**config.mk**
```make
export PLATFORM = sky130hd
export DESIGN_NAME = rv_muldiv
export DESIGN_NICKNAME = d
export VERILOG_FILES = /design/src/rtl/rv_muldiv.sv
export SDC_FILE = /design/constraint.sdc
export NUM_CORES = 1
export LEC_CHECK = 0
export BUFFER_PORTS_ARGS = -buffer_cell sky130_fd_sc_hd__buf_2
export CAP_MARGIN = 20
export CORE_MARGIN = 10
export CORE_UTILIZATION = 45
export CTS_CLUSTER_DIAMETER = 40
export DETAILED_ROUTE_END_ITERATION = 6
export GPL_TIMING_DRIVEN = 0
export PLACE_DENSITY = 0.63
export SYNTH_ARGS = -nofsm -noshare
export SYNTH_HDL_FRONTEND = slang
export SYNTH_SLANG_ARGS = --single-unit
```
**constraint.sdc**
```tcl
create_clock -name clk -period 3.59 [get_ports clk]
set_clock_uncertainty 0.2 [all_clocks]
set_input_delay 0.359 -clock clk [delete_from_list [all_inputs] [get_ports clk]]
set_output_delay 0.359 -clock clk [all_outputs]
set_load 0.01 [all_outputs]
```
**src/rtl/rv_muldiv.sv**
```systemverilog
// Iterative RV32M multiply/divide unit: radix-2 shift-add multiply and restoring divide, one bit per cycle.
// Define RV_MULDIV_DIV_EN to build the divider; without it, divide ops complete immediately with r = 0.
module rv_muldiv #(
    parameter int XLEN = 32
) (
    input  logic            clk,
    input  logic            rst,
    input  logic            start,
    input  logic            flush,
    input  logic [2:0]      op,
    input  logic [XLEN-1:0] a,
    input  logic [XLEN-1:0] b,
    output logic            busy,
    output logic            done,
    output logic [XLEN-1:0] r
);

    localparam int CW = $clog2(XLEN);
    localparam logic [CW-1:0] LAST = CW'(XLEN - 1);

    typedef enum logic [1:0] {IDLE, CALC, FIX, DONE} state_t;

    state_t              state, state_nxt;
    logic [2:0]          op_q;
    logic [XLEN-1:0]     hi, lo, mcand;
    logic                neg;
    logic [CW-1:0]       cnt;

    logic                accept, bypass;
    logic                sa, sb, a_neg, b_neg;
    logic [XLEN-1:0]     a_mag, b_mag;
    logic [XLEN:0]       mul_sum;
    logic [2*XLEN-1:0]   prod_fix;
    logic [XLEN-1:0]     result;
`ifdef RV_MULDIV_DIV_EN
    logic                div_zero, div_ovf;
    logic [XLEN:0]       div_shift, div_diff;
`endif

    function automatic logic [XLEN-1:0] cond_neg(input logic [XLEN-1:0] v, input logic n);
        logic signed [XLEN-1:0] s;
        s = $signed(v);
        return n ? $unsigned(-s) : v;
    endfunction

    function automatic logic [2*XLEN-1:0] cond_neg2(input logic [2*XLEN-1:0] v, input logic n);
        logic signed [2*XLEN-1:0] s;
        s = $signed(v);
        return n ? $unsigned(-s) : v;
    endfunction

    // Operand decode: which inputs are signed for this op, and their magnitudes
    always_comb begin
        accept = start && !flush && (state == IDLE || state == DONE);
        sa     = op[2] ? !op[0] : (op[1:0] == 2'b01 || op[1:0] == 2'b10);
        sb     = op[2] ? !op[0] : (op[1:0] == 2'b01);
        a_neg  = sa && a[XLEN-1];
        b_neg  = sb && b[XLEN-1];
        a_mag  = cond_neg(a, a_neg);
        b_mag  = cond_neg(b, b_neg);
`ifdef RV_MULDIV_DIV_EN
        div_zero = (b == '0);
        div_ovf  = !op[0] && (a == {1'b1, {(XLEN-1){1'b0}}}) && (b == '1);
        bypass   = op[2] && (div_zero || div_ovf);
        div_shift = {hi, lo[XLEN-1]};
        div_diff  = div_shift - {1'b0, mcand};
`else
        bypass   = op[2];
`endif
        mul_sum  = {1'b0, hi} + {1'b0, (lo[0] ? mcand : '0)};
        prod_fix = cond_neg2({hi, lo}, neg);
    end

    always_comb begin
        result = (op_q[1:0] == 2'b00) ? prod_fix[XLEN-1:0] : prod_fix[2*XLEN-1:XLEN];
        if (op_q[2]) begin
`ifdef RV_MULDIV_DIV_EN
            result = op_q[1] ? cond_neg(hi, neg) : cond_neg(lo, neg);
`else
            result = '0;
`endif
        end
    end

    always_ff @(posedge clk) begin
        if (!rst) begin
            state <= IDLE;
        end else begin
            state <= state_nxt;
        end
    end

    always_comb begin
        state_nxt = state;
        busy      = 1'b0;
        done      = 1'b0;
        case (state)
            IDLE: if (accept) state_nxt = bypass ? FIX : CALC;
            CALC: begin
                busy = 1'b1;
                if (cnt == LAST) state_nxt = FIX;
            end
            FIX: begin
                busy      = 1'b1;
                state_nxt = DONE;
            end
            DONE: begin
                done      = 1'b1;
                state_nxt = accept ? (bypass ? FIX : CALC) : IDLE;
            end
            default: state_nxt = IDLE;
        endcase
        if (flush) state_nxt = IDLE;
    end

    // Datapath: hi:lo is the product for multiply, remainder:quotient for divide
    always_ff @(posedge clk) begin
        if (!rst) begin
            op_q  <= '0;
            hi    <= '0;
            lo    <= '0;
            mcand <= '0;
            neg   <= 1'b0;
            cnt   <= '0;
            r     <= '0;
        end else if (accept) begin
            op_q <= op;
            cnt  <= '0;
            hi   <= '0;
            if (!op[2]) begin
                lo    <= b_mag;
                mcand <= a_mag;
                neg   <= a_neg ^ b_neg;
`ifdef RV_MULDIV_DIV_EN
            end else if (div_zero) begin
                hi    <= a;
                lo    <= '1;
                mcand <= b;
                neg   <= 1'b0;
            end else if (div_ovf) begin
                lo    <= a;
                mcand <= b;
                neg   <= 1'b0;
            end else begin
                lo    <= a_mag;
                mcand <= b_mag;
                neg   <= op[1] ? a_neg : (a_neg ^ b_neg);
`endif
            end else begin
                lo    <= '0;
                mcand <= '0;
                neg   <= 1'b0;
            end
        end else if (state == CALC) begin
            cnt <= cnt + CW'(1);
`ifdef RV_MULDIV_DIV_EN
            if (op_q[2]) begin
                if (!div_diff[XLEN]) begin
                    hi <= div_diff[XLEN-1:0];
                    lo <= {lo[XLEN-2:0], 1'b1};
                end else begin
                    hi <= div_shift[XLEN-1:0];
                    lo <= {lo[XLEN-2:0], 1'b0};
                end
            end else
`endif
            begin
                hi <= mul_sum[XLEN:1];
                lo <= {mul_sum[0], lo[XLEN-1:1]};
            end
        end else if (state == FIX && !flush) begin
            r <= result;
        end
    end

endmodule

```
==> flow_summary.ini, run 1 <==
[drt]
ant_nets = 0
drc = 0
detail_route.wl_per_cell_um = 20.56
vias = 10470
wl_um = 35480
first_iter_violations = 1056
first_pass_iters = 6
vias_per_cell = 6.067

[critical_path]
path_cells = inv_1, ha_1, nand2b_1, or2_2, clkbuf_1, nand2_1, clkbuf_1, buf_1, nor2_1
critical_path_required_ns = 3.68
startpoint_type = register
r2r_slack_ns = 0.08
cp.arrival_ns = 3.60
slowest_stage = clkbuf_1
end_kind = register
setup.worst_path.class = reg -> reg
max_stage_delay_ns = 0.59
worst-path-buf-inv = 4
path_max_fanout = 10
worst_path_most_repeated_cell = clkbuf_1
critPathTopFamily = buffers and inverters

[finish]
nets = 1548
layout_common_cells = o21ai_0, nand2_1, dfxtp_1
fin_util_pct = 53.20
finalNonFillerCells = 1726
fillerInstances = 2134
drive_above_1_share_pct = 12.93
final_common_cell = o21ai_0
insertedDiodeCount = 0
syn_to_final_growth_pct = 15.42

[die]
rows = 54
initial_core_util_pct = 46.09
die_x_um = 170.0
io_pins = 105
die_h_um = 170.0
core-area_mm2 = 0.02196
dieArea_mm2 = 0.02889

[yosys]
synth_ff_type = dfxtp_1
ys_types = 80
seq_area_frac_synth_pct = 27.49
synth_area_mm2 = 0.01012
synthArstFlopShare_pct = 0
synth_cells = 1311
avgSynthCellArea_um2 = 7.720
ys_seq_elements = 139
synth_warnings = 0
synth_edf_count = 0
syn-num-nets = 1425

[sta]
drv_slew = 0
fmax_mhz = 284.5
rsz0062_at_grt = false
tns_ns = 0
worst_pin_slew_ns = 0.9385
setup_viol = 0
maxSlewHeadroom_pct = 36.77
finalHoldViolCount = 0
hold_ws_ns = 0.01854
period_share_pct = 97.90
min_period_ns = 3.514

[run_status]
status = completed

[placed_design]
port-buffer-count = 104
place.gp.congestion = 0.9589
place_inst = 1695
dp_hpwl_um = 27420

[clock_tree]
htree_levels = 4
cts_tree = done
clk_path_buf_depth = 2
clk_latency_ns = 0.44
postCtsSetupBuffers = 0
clock-sinks = 139
cts-buffers-inserted = 17
clk_pin_slew_ns = 0.06
cts_root_buffer = clkbuf_16

[power_and_ir_drop]
leakage_nw = 4.680
ir_worst_vdd_uv = 272.9
powerDensity_mw_per_mm2 = 361.2

[flow_run]
cap_violations = 0

[global_route]
grt_pass1_vias = 9692
grt_max_degree = 17
grt-ovfl-total = 0
grt_first_pass_wirelength_um = 54430
grt.total_usage_pct = 23.86
antenna_found_initial = 0

[hold_path]
hold_class = in -> reg
==> what timing repair did <==
item | 4_1_cts | 5_1_grt
endpoints found under the setup margin | 16 | 23
hold endpoints to repair | 0 | 0
hold buffers | 0 | 0
resized for setup | 5 | 15
==> flip-flops by register name (all words and copies together) (netlist names) <==
register / flops
state: 2
r: 32
mcand: 32
lo: 32
neg: 1
cnt: 5
op_q: 3
hi: 32
==> stage by stage <==
step	setup slack, ns	instance area [um^2]	power, mW
global placement	-0.3592	10990	2.350
finish	0.07555	11680	4.219
global route	0.004992	11680	4.354
floorplan	0.4988	10120	2.108
CTS	0.04275	11620	4.211
detailed placement	-0.4217	10990	2.359
==> kinds of logic after synthesis <==
family / after synthesis / synth area share (%)
AO/OA/AOI/OAI: 409 / 25.96
adder cells (fa/ha/maj): 43 / 5.390
XOR/XNOR: 121 / 10.47
multiplexers: 38 / 3.783
AND/OR/NAND/NOR: 465 / 23.20
buffers and inverters: 96 / 3.696
flip-flops: 139 / 27.49
==> final timing paths <==
kind                          startpoint                      to  depth (start not counted)
hold reg to reg   mcand[17]$_SDFFE_PN0N_  mcand[17]$_SDFFE_PN0N_                          2
setup / recovery   state[0]$_SDFFE_PP0P_     hi[13]$_SDFFE_PP0P_                          9
setup reg to reg   state[0]$_SDFFE_PP0P_     hi[13]$_SDFFE_PP0P_                          9
hold / removal                     a[20]  mcand[20]$_SDFFE_PN0N_                          3
==> report_power, final <==
group	switching [mW]	total, mW	internal (mW)
combinational	0.442	0.695	0.252
sequential	0.0621	1.65	1.59
clock	0.730	1.87	1.14
total	1.24	4.22	2.98
==> metal layers <==
metal	vias up	share of wire, %	track usage (%)
met2	422	43	35.86
met3	57	8.6	5.414
met4	0	2.7	7.399
li1	5053	-	-
met1	4940	45	33.09
met5	-	0	0
==> cells in the mapped netlist, types with 10 or more instances <==
library cell	n	share of area, %
dfxtp_1	139	27
xor2_1	62	5.4
nor3_1	34	1.7
or3_1	14	0.87
o311a_1	23	2.3
and3_1	12	0.74
nor2_1	106	3.9
mux2i_1	36	3.6
o21ai_0	154	7.6
nand3_1	24	1.2
inv_1	21	0.78
xnor2_1	59	5.1
o41ai_1	13	1.1
and2_1	44	2.7
o31ai_1	30	2.2
nand2_1	145	5.4
or4_1	10	0.74
a31oi_1	12	0.74
nand4_1	12	0.74
o22ai_1	11	0.68
clkbuf_1	59	2.2
ha_1	42	5.2
a21oi_1	77	3.8
nor4_1	13	0.80
a21o_1	17	1.3
==> cell type report <==
type	instances	area (um^2)	area share [%]
timing repair buffer	104	520.5	4.456
buffer	74	295.3	2.528
tap	280	350.3	2.999
clock buffer	20	466.7	3.995
clock inverter	11	143.9	1.232
multi-input combinational	1076	7038	60.25
sequential	139	2784	23.83
inverter	22	82.58	0.7069
==> worst min-delay path: cells and delay by family <==
family	cells	cell delay, ns
xor gates and xnor gates	1	0.06
AOI/OAI and AO/OA	1	0.10
buffers and inverters	1	0.09
No activity file was read; power rests on OpenSTA's default activity.
==> run 2, diff against run 1 <==
- CORE_UTILIZATION: 45 -> 40
- PLACE_DENSITY: 0.63 -> 0.57
==> flow_summary.ini, run 2 (same netlist as run 1, synthesis figures left out) <==
[critical_path]
path_max_fanout = 10
max_stage_delay_ns = 0.50
worst_path_most_repeated_cell = nor2_1
critical_path_required_ns = 3.76
startpoint_type = register
r2r_cells = 11
path_cells = inv_1, ha_1, clkbuf_1, nor2_1, nand3_2, nor3b_4, nand2_1, nor2_1, a31oi_1, a21oi_1, a211o_1
setup.worst_path.class = reg -> reg
cp.arrival_ns = 3.63
end_kind = register
slowest_stage = nor3b_4

[drt]
drc = 0
ant_nets = 0
vias = 10320
detail_route.wl_per_cell_um = 19.97
first_iter_violations = 882
vias_per_cell = 5.805
first_pass_iters = 6
wl_um = 35510

[clock_tree]
cts_tree = done
postCtsSetupBuffers = 0
htree_levels = 4
cts-buffers-inserted = 17
clk_pin_slew_ns = 0.06
clk_path_buf_depth = 2
clock-sinks = 139
clk_latency_ns = 0.43
cts_root_buffer = clkbuf_16

[sta]
rsz0062_at_grt = true
fmax_mhz = 289.5
hold_ws_ns = 0.01241
period_share_pct = 96.21
worst_pin_slew_ns = 0.9236
drv_slew = 0
setup_viol = 0
min_period_ns = 3.454
maxSlewHeadroom_pct = 37.77
finalHoldViolCount = 0

[finish]
multiInputGateArea_mm2 = 0.007024
regArea_mm2 = 0.002784
insertedDiodeCount = 0
syn_to_final_growth_pct = 16.34
final_common_cell = o21ai_0
nets = 1549
fillerInstances = 2590
drive_above_1_share_pct = 13.05
layout_common_cells = o21ai_0, nand2_1, dfxtp_1

[global_route]
grt_pass1_vias = 9791
grt_first_pass_wirelength_um = 55230
antenna_found_initial = 0
grt_max_degree = 17
grt-ovfl-total = 0
grt.total_usage_pct = 21.99

[placed_design]
place.gp.congestion = 0.9236
port-buffer-count = 104
dp_hpwl_um = 28070

[power_and_ir_drop]
ir_worst_vdd_uv = 235.0
powerDensity_mw_per_mm2 = 366.5
total_power_mw = 4.316
leakage_nw = 4.712

[die]
die_h_um = 179.1
rows = 58
core-area_mm2 = 0.02504
initial_core_util_pct = 40.42
dieArea_mm2 = 0.03206
io_pins = 105
die_x_um = 179.1

[hold_path]
min_path_cells = 3
hold_class = in -> reg

[run_status]
status = completed

[flow_run]
cap_violations = 0
## run 2: cell count changes in the layout (fill, tap and decap cells not counted), sizes merged
cell         change
dlygate4sd3      +1
clkinv           -1
inv              +6
clkbuf           -1
clkinvlp         -3
buf              -1
bufinv           +1
## run 2: metal layers
metal  track usage (%)  wire length (um)  vias to the layer above
met3             3.117              2065                       41
met2             34.75             16130                      341
met1             30.58             16700                     4883
met5                 0                 0                        -
met4             5.890               609                        0
li1                  -                 -                     5056
## run 2: through the flow
| stage | TNS, ns | utilization [%] | setup WS, ns | cell area [um^2] | cells |
|---|---|---|---|---|---|
| floorplan | 0 | - | 0.4988 | 10120 | 1311 |
| global placement | -3.549 | 44.15 | -0.4677 | 11050 | 1745 |
| detailed placement | -4.224 | 44.15 | -0.4881 | 11050 | 1745 |
| CTS | 0 | 46.89 | 0.09222 | 11740 | 1778 |
| global route | -0.01674 | 47.03 | -0.01674 | 11780 | 1778 |
| finish | 0 | 47.03 | 0.1361 | 11780 | 1778 |
## run 2: what timing repair did
action	in CTS	in global routing
endpoints found under the setup margin	23	24
hold buffers	1	0
resized for setup	7	11
pin swaps	0	1
hold endpoints to repair	1	0
gates cloned	0	0
## run 2: worst paths after layout
check | from | endpoint | slack [ns]
setup reg to reg | state[1]$_SDFFE_PP0P_ | r[30]$_SDFFE_PN0P_ | 0.14
hold reg to reg | r[29]$_SDFFE_PN0P_ | r[29]$_SDFFE_PN0P_ | 0.23
hold / removal | op[1] | op_q[1]$_SDFFE_PN0N_ | 0.01
setup / recovery | state[1]$_SDFFE_PP0P_ | r[30]$_SDFFE_PN0P_ | 0.14
## run 2: worst max-delay path, delay by kind of cell, from the launching register on
kind / cells / cell delay [ns]
AND/OR/NAND/NOR: 5 / 1.83
AO/OA/AOI/OAI: 3 / 0.42
adder cells (fa/ha/maj): 1 / 0.18
buffers and inverters: 2 / 0.38
flip-flops: 1 / 0.38
## run 2: where the power goes
group | internal [mW] | leakage, nW | switching (mW)
logic | 0.253 | 3.27 | 0.434
clock network | 1.20 | 0.314 | 0.775
registers | 1.59 | 1.13 | 0.0641
total | 3.04 | 4.71 | 1.27
## run 2: final cells by class
cell class                      instances  area share (%)
Multi-Input combinational cell       1076           59.65
Sequential cell                       139           23.64
Timing Repair Buffer                  105           4.505
Clock buffer                           18           3.730
Tap cell                              330           3.507
Buffer                                 74           2.518
Clock inverter                         14           1.743
Inverter                               22          0.7013
==> run 3, diff against run 2 <==
- CORE_ASPECT_RATIO: default -> 1.5
==> flow_summary.ini, run 3 (same netlist as run 1, synthesis figures left out) <==
[clock_tree]
clock-sinks = 139
cts_tree = done
htree_levels = 4
clk_path_buf_depth = 2
clk_pin_slew_ns = 0.06
cts_root_buffer = clkbuf_16
cts-buffers-inserted = 17
clk_latency_ns = 0.44

[sta]
period_share_pct = 95.37
setup_viol = 0
finalHoldViolCount = 0
min_period_ns = 3.424
rsz0062_at_grt = false
drv_slew = 0
hold_ws_ns = 0.005230
maxSlewHeadroom_pct = 32.38
fmax_mhz = 292.1
worst_pin_slew_ns = 1.014

[drt]
wl_um = 37190
m1WireLength_um = 14430
vias_per_cell = 5.802
met2_length_um = 19090
detail_route.wl_per_cell_um = 20.93
drc = 0
ant_nets = 0
wl_met3_um = 1728
routed.top_layer = met4
first_iter_violations = 767
first_pass_iters = 5
vias = 10310

[placed_design]
port-buffer-count = 104
dp_hpwl_um = 29620
place_inst = 1743
place.gp.congestion = 0.9613

[finish]
regArea_mm2 = 0.002784
insertedDiodeCount = 0
final_common_cell = o21ai_0
multiInputGateArea_mm2 = 0.007002
fin_util_pct = 46.63
syn_to_final_growth_pct = 15.42
layout_common_cells = o21ai_0, nand2_1, dfxtp_1
fillerInstances = 2608
finalNonFillerCells = 1777
drive_above_1_share_pct = 12.97
nets = 1550

[power_and_ir_drop]
ir_worst_vdd_uv = 352.3
powerDensity_mw_per_mm2 = 348.0
leakage_nw = 4.666
total_power_mw = 4.065

[critical_path]
slowest_stage = nor3b_4
setup.worst_path.class = reg -> reg
max_stage_delay_ns = 0.54
end_kind = register
r2r-end = r[10]$_SDFFE_PN0P_
rr_startpoint = state[1]$_SDFFE_PP0P_
r2r_slack_ns = 0.17
cp.arrival_ns = 3.57
startpoint_type = register
r2r_cells = 9
critical_path_required_ns = 3.73
path_cells = inv_1, ha_1, clkbuf_1, nor2_1, nand3_1, nor3b_4, nand2_2, clkbuf_1, o31ai_1
crit_start = state[1]$_SDFFE_PP0P_
path_max_fanout = 10
endpoint = r[10]$_SDFFE_PN0P_
worst_path_most_repeated_cell = clkbuf_1

[global_route]
grt_first_pass_wirelength_um = 57250
grt-ovfl-total = 0
antenna_found_initial = 0
grt_max_degree = 17
grt.total_usage_pct = 22.76
grt_pass1_vias = 10250

[die]
die_x_um = 149.9
io_pins = 105
core-area_mm2 = 0.02505
initial_core_util_pct = 40.40
die_h_um = 214.8
dieArea_mm2 = 0.03220
rows = 71

[flow_run]
cap_violations = 0

[run_status]
status = completed

[hold_path]
hold_class = in -> reg
min_path_cells = 2
-- run 3: layer usage --
metal,GRT usage (%),vias up
li1,-,5063
met1,24.06,4823
met2,41.28,326
met3,3.849,98
met4,12.57,0
met5,0,-
-- run 3: layout make-up --
cell class | count | area share (%)
clock buffer | 19 | 3.792
inverter | 22 | 0.7069
buffer | 73 | 2.506
clock inverter | 13 | 1.039
sequential | 139 | 23.83
timing repair buffer | 107 | 4.670
multi-input combinational | 1076 | 59.94
tap | 328 | 3.513
-- run 3: worst min-delay path by stage --
| stage | start | endpoint | slack, ns |
|---|---|---|---|
| floorplan | mcand[0]$_SDFFE_PN0N_ | mcand[0]$_SDFFE_PN0N_ | 0.22 |
| global placement | r[29]$_SDFFE_PN0P_ | r[29]$_SDFFE_PN0P_ | 0.23 |
| detailed placement | r[29]$_SDFFE_PN0P_ | r[29]$_SDFFE_PN0P_ | 0.23 |
| CTS | a[31] | mcand[31]$_SDFFE_PN0N_ | 0.0007 |
| global route | a[31] | mcand[31]$_SDFFE_PN0N_ | 0.007 |
| finish | a[31] | mcand[31]$_SDFFE_PN0N_ | 0.005 |
-- run 3: per-stage QoR --
| stage | instance area [um^2] | setup WS, ns | setup TNS, ns |
|---|---|---|---|
| 6_report | 11680 | 0.1664 | 0 |
| 5_1_grt | 11680 | 0.005342 | 0 |
| 4_1_cts | 11660 | 0.008574 | 0 |
| 3_5_place_dp | 11050 | -0.6080 | -6.917 |
| 3_3_place_gp | 11050 | -0.7158 | -8.182 |
| 2_1_floorplan | 10120 | 0.4988 | 0 |
-- run 3: where the power goes --
| part | total, mW | internal (mW) | switching, mW | leakage, nW |
|---|---|---|---|---|
| registers | 1.65 | 1.59 | 0.0605 | 1.13 |
| clock network | 1.71 | 0.972 | 0.735 | 0.262 |
| logic | 0.707 | 0.253 | 0.454 | 3.28 |
-- run 3: repair_timing --
action,in CTS,in global routing
endpoints found under the setup margin,25,31
gates resized for setup,7,11
setup buffers,0,2
hold buffers,1,0
endpoints found under the hold margin,1,0
pin swaps,0,1
-- run 3: worst max-delay path, delay by kind of cell (launching register included) --
family | cells | cell delay, ns
buf+inv | 3 | 0.79
simple gates | 4 | 1.42
fa+ha+maj | 1 | 0.17
flops | 1 | 0.39
compound gates | 1 | 0.34
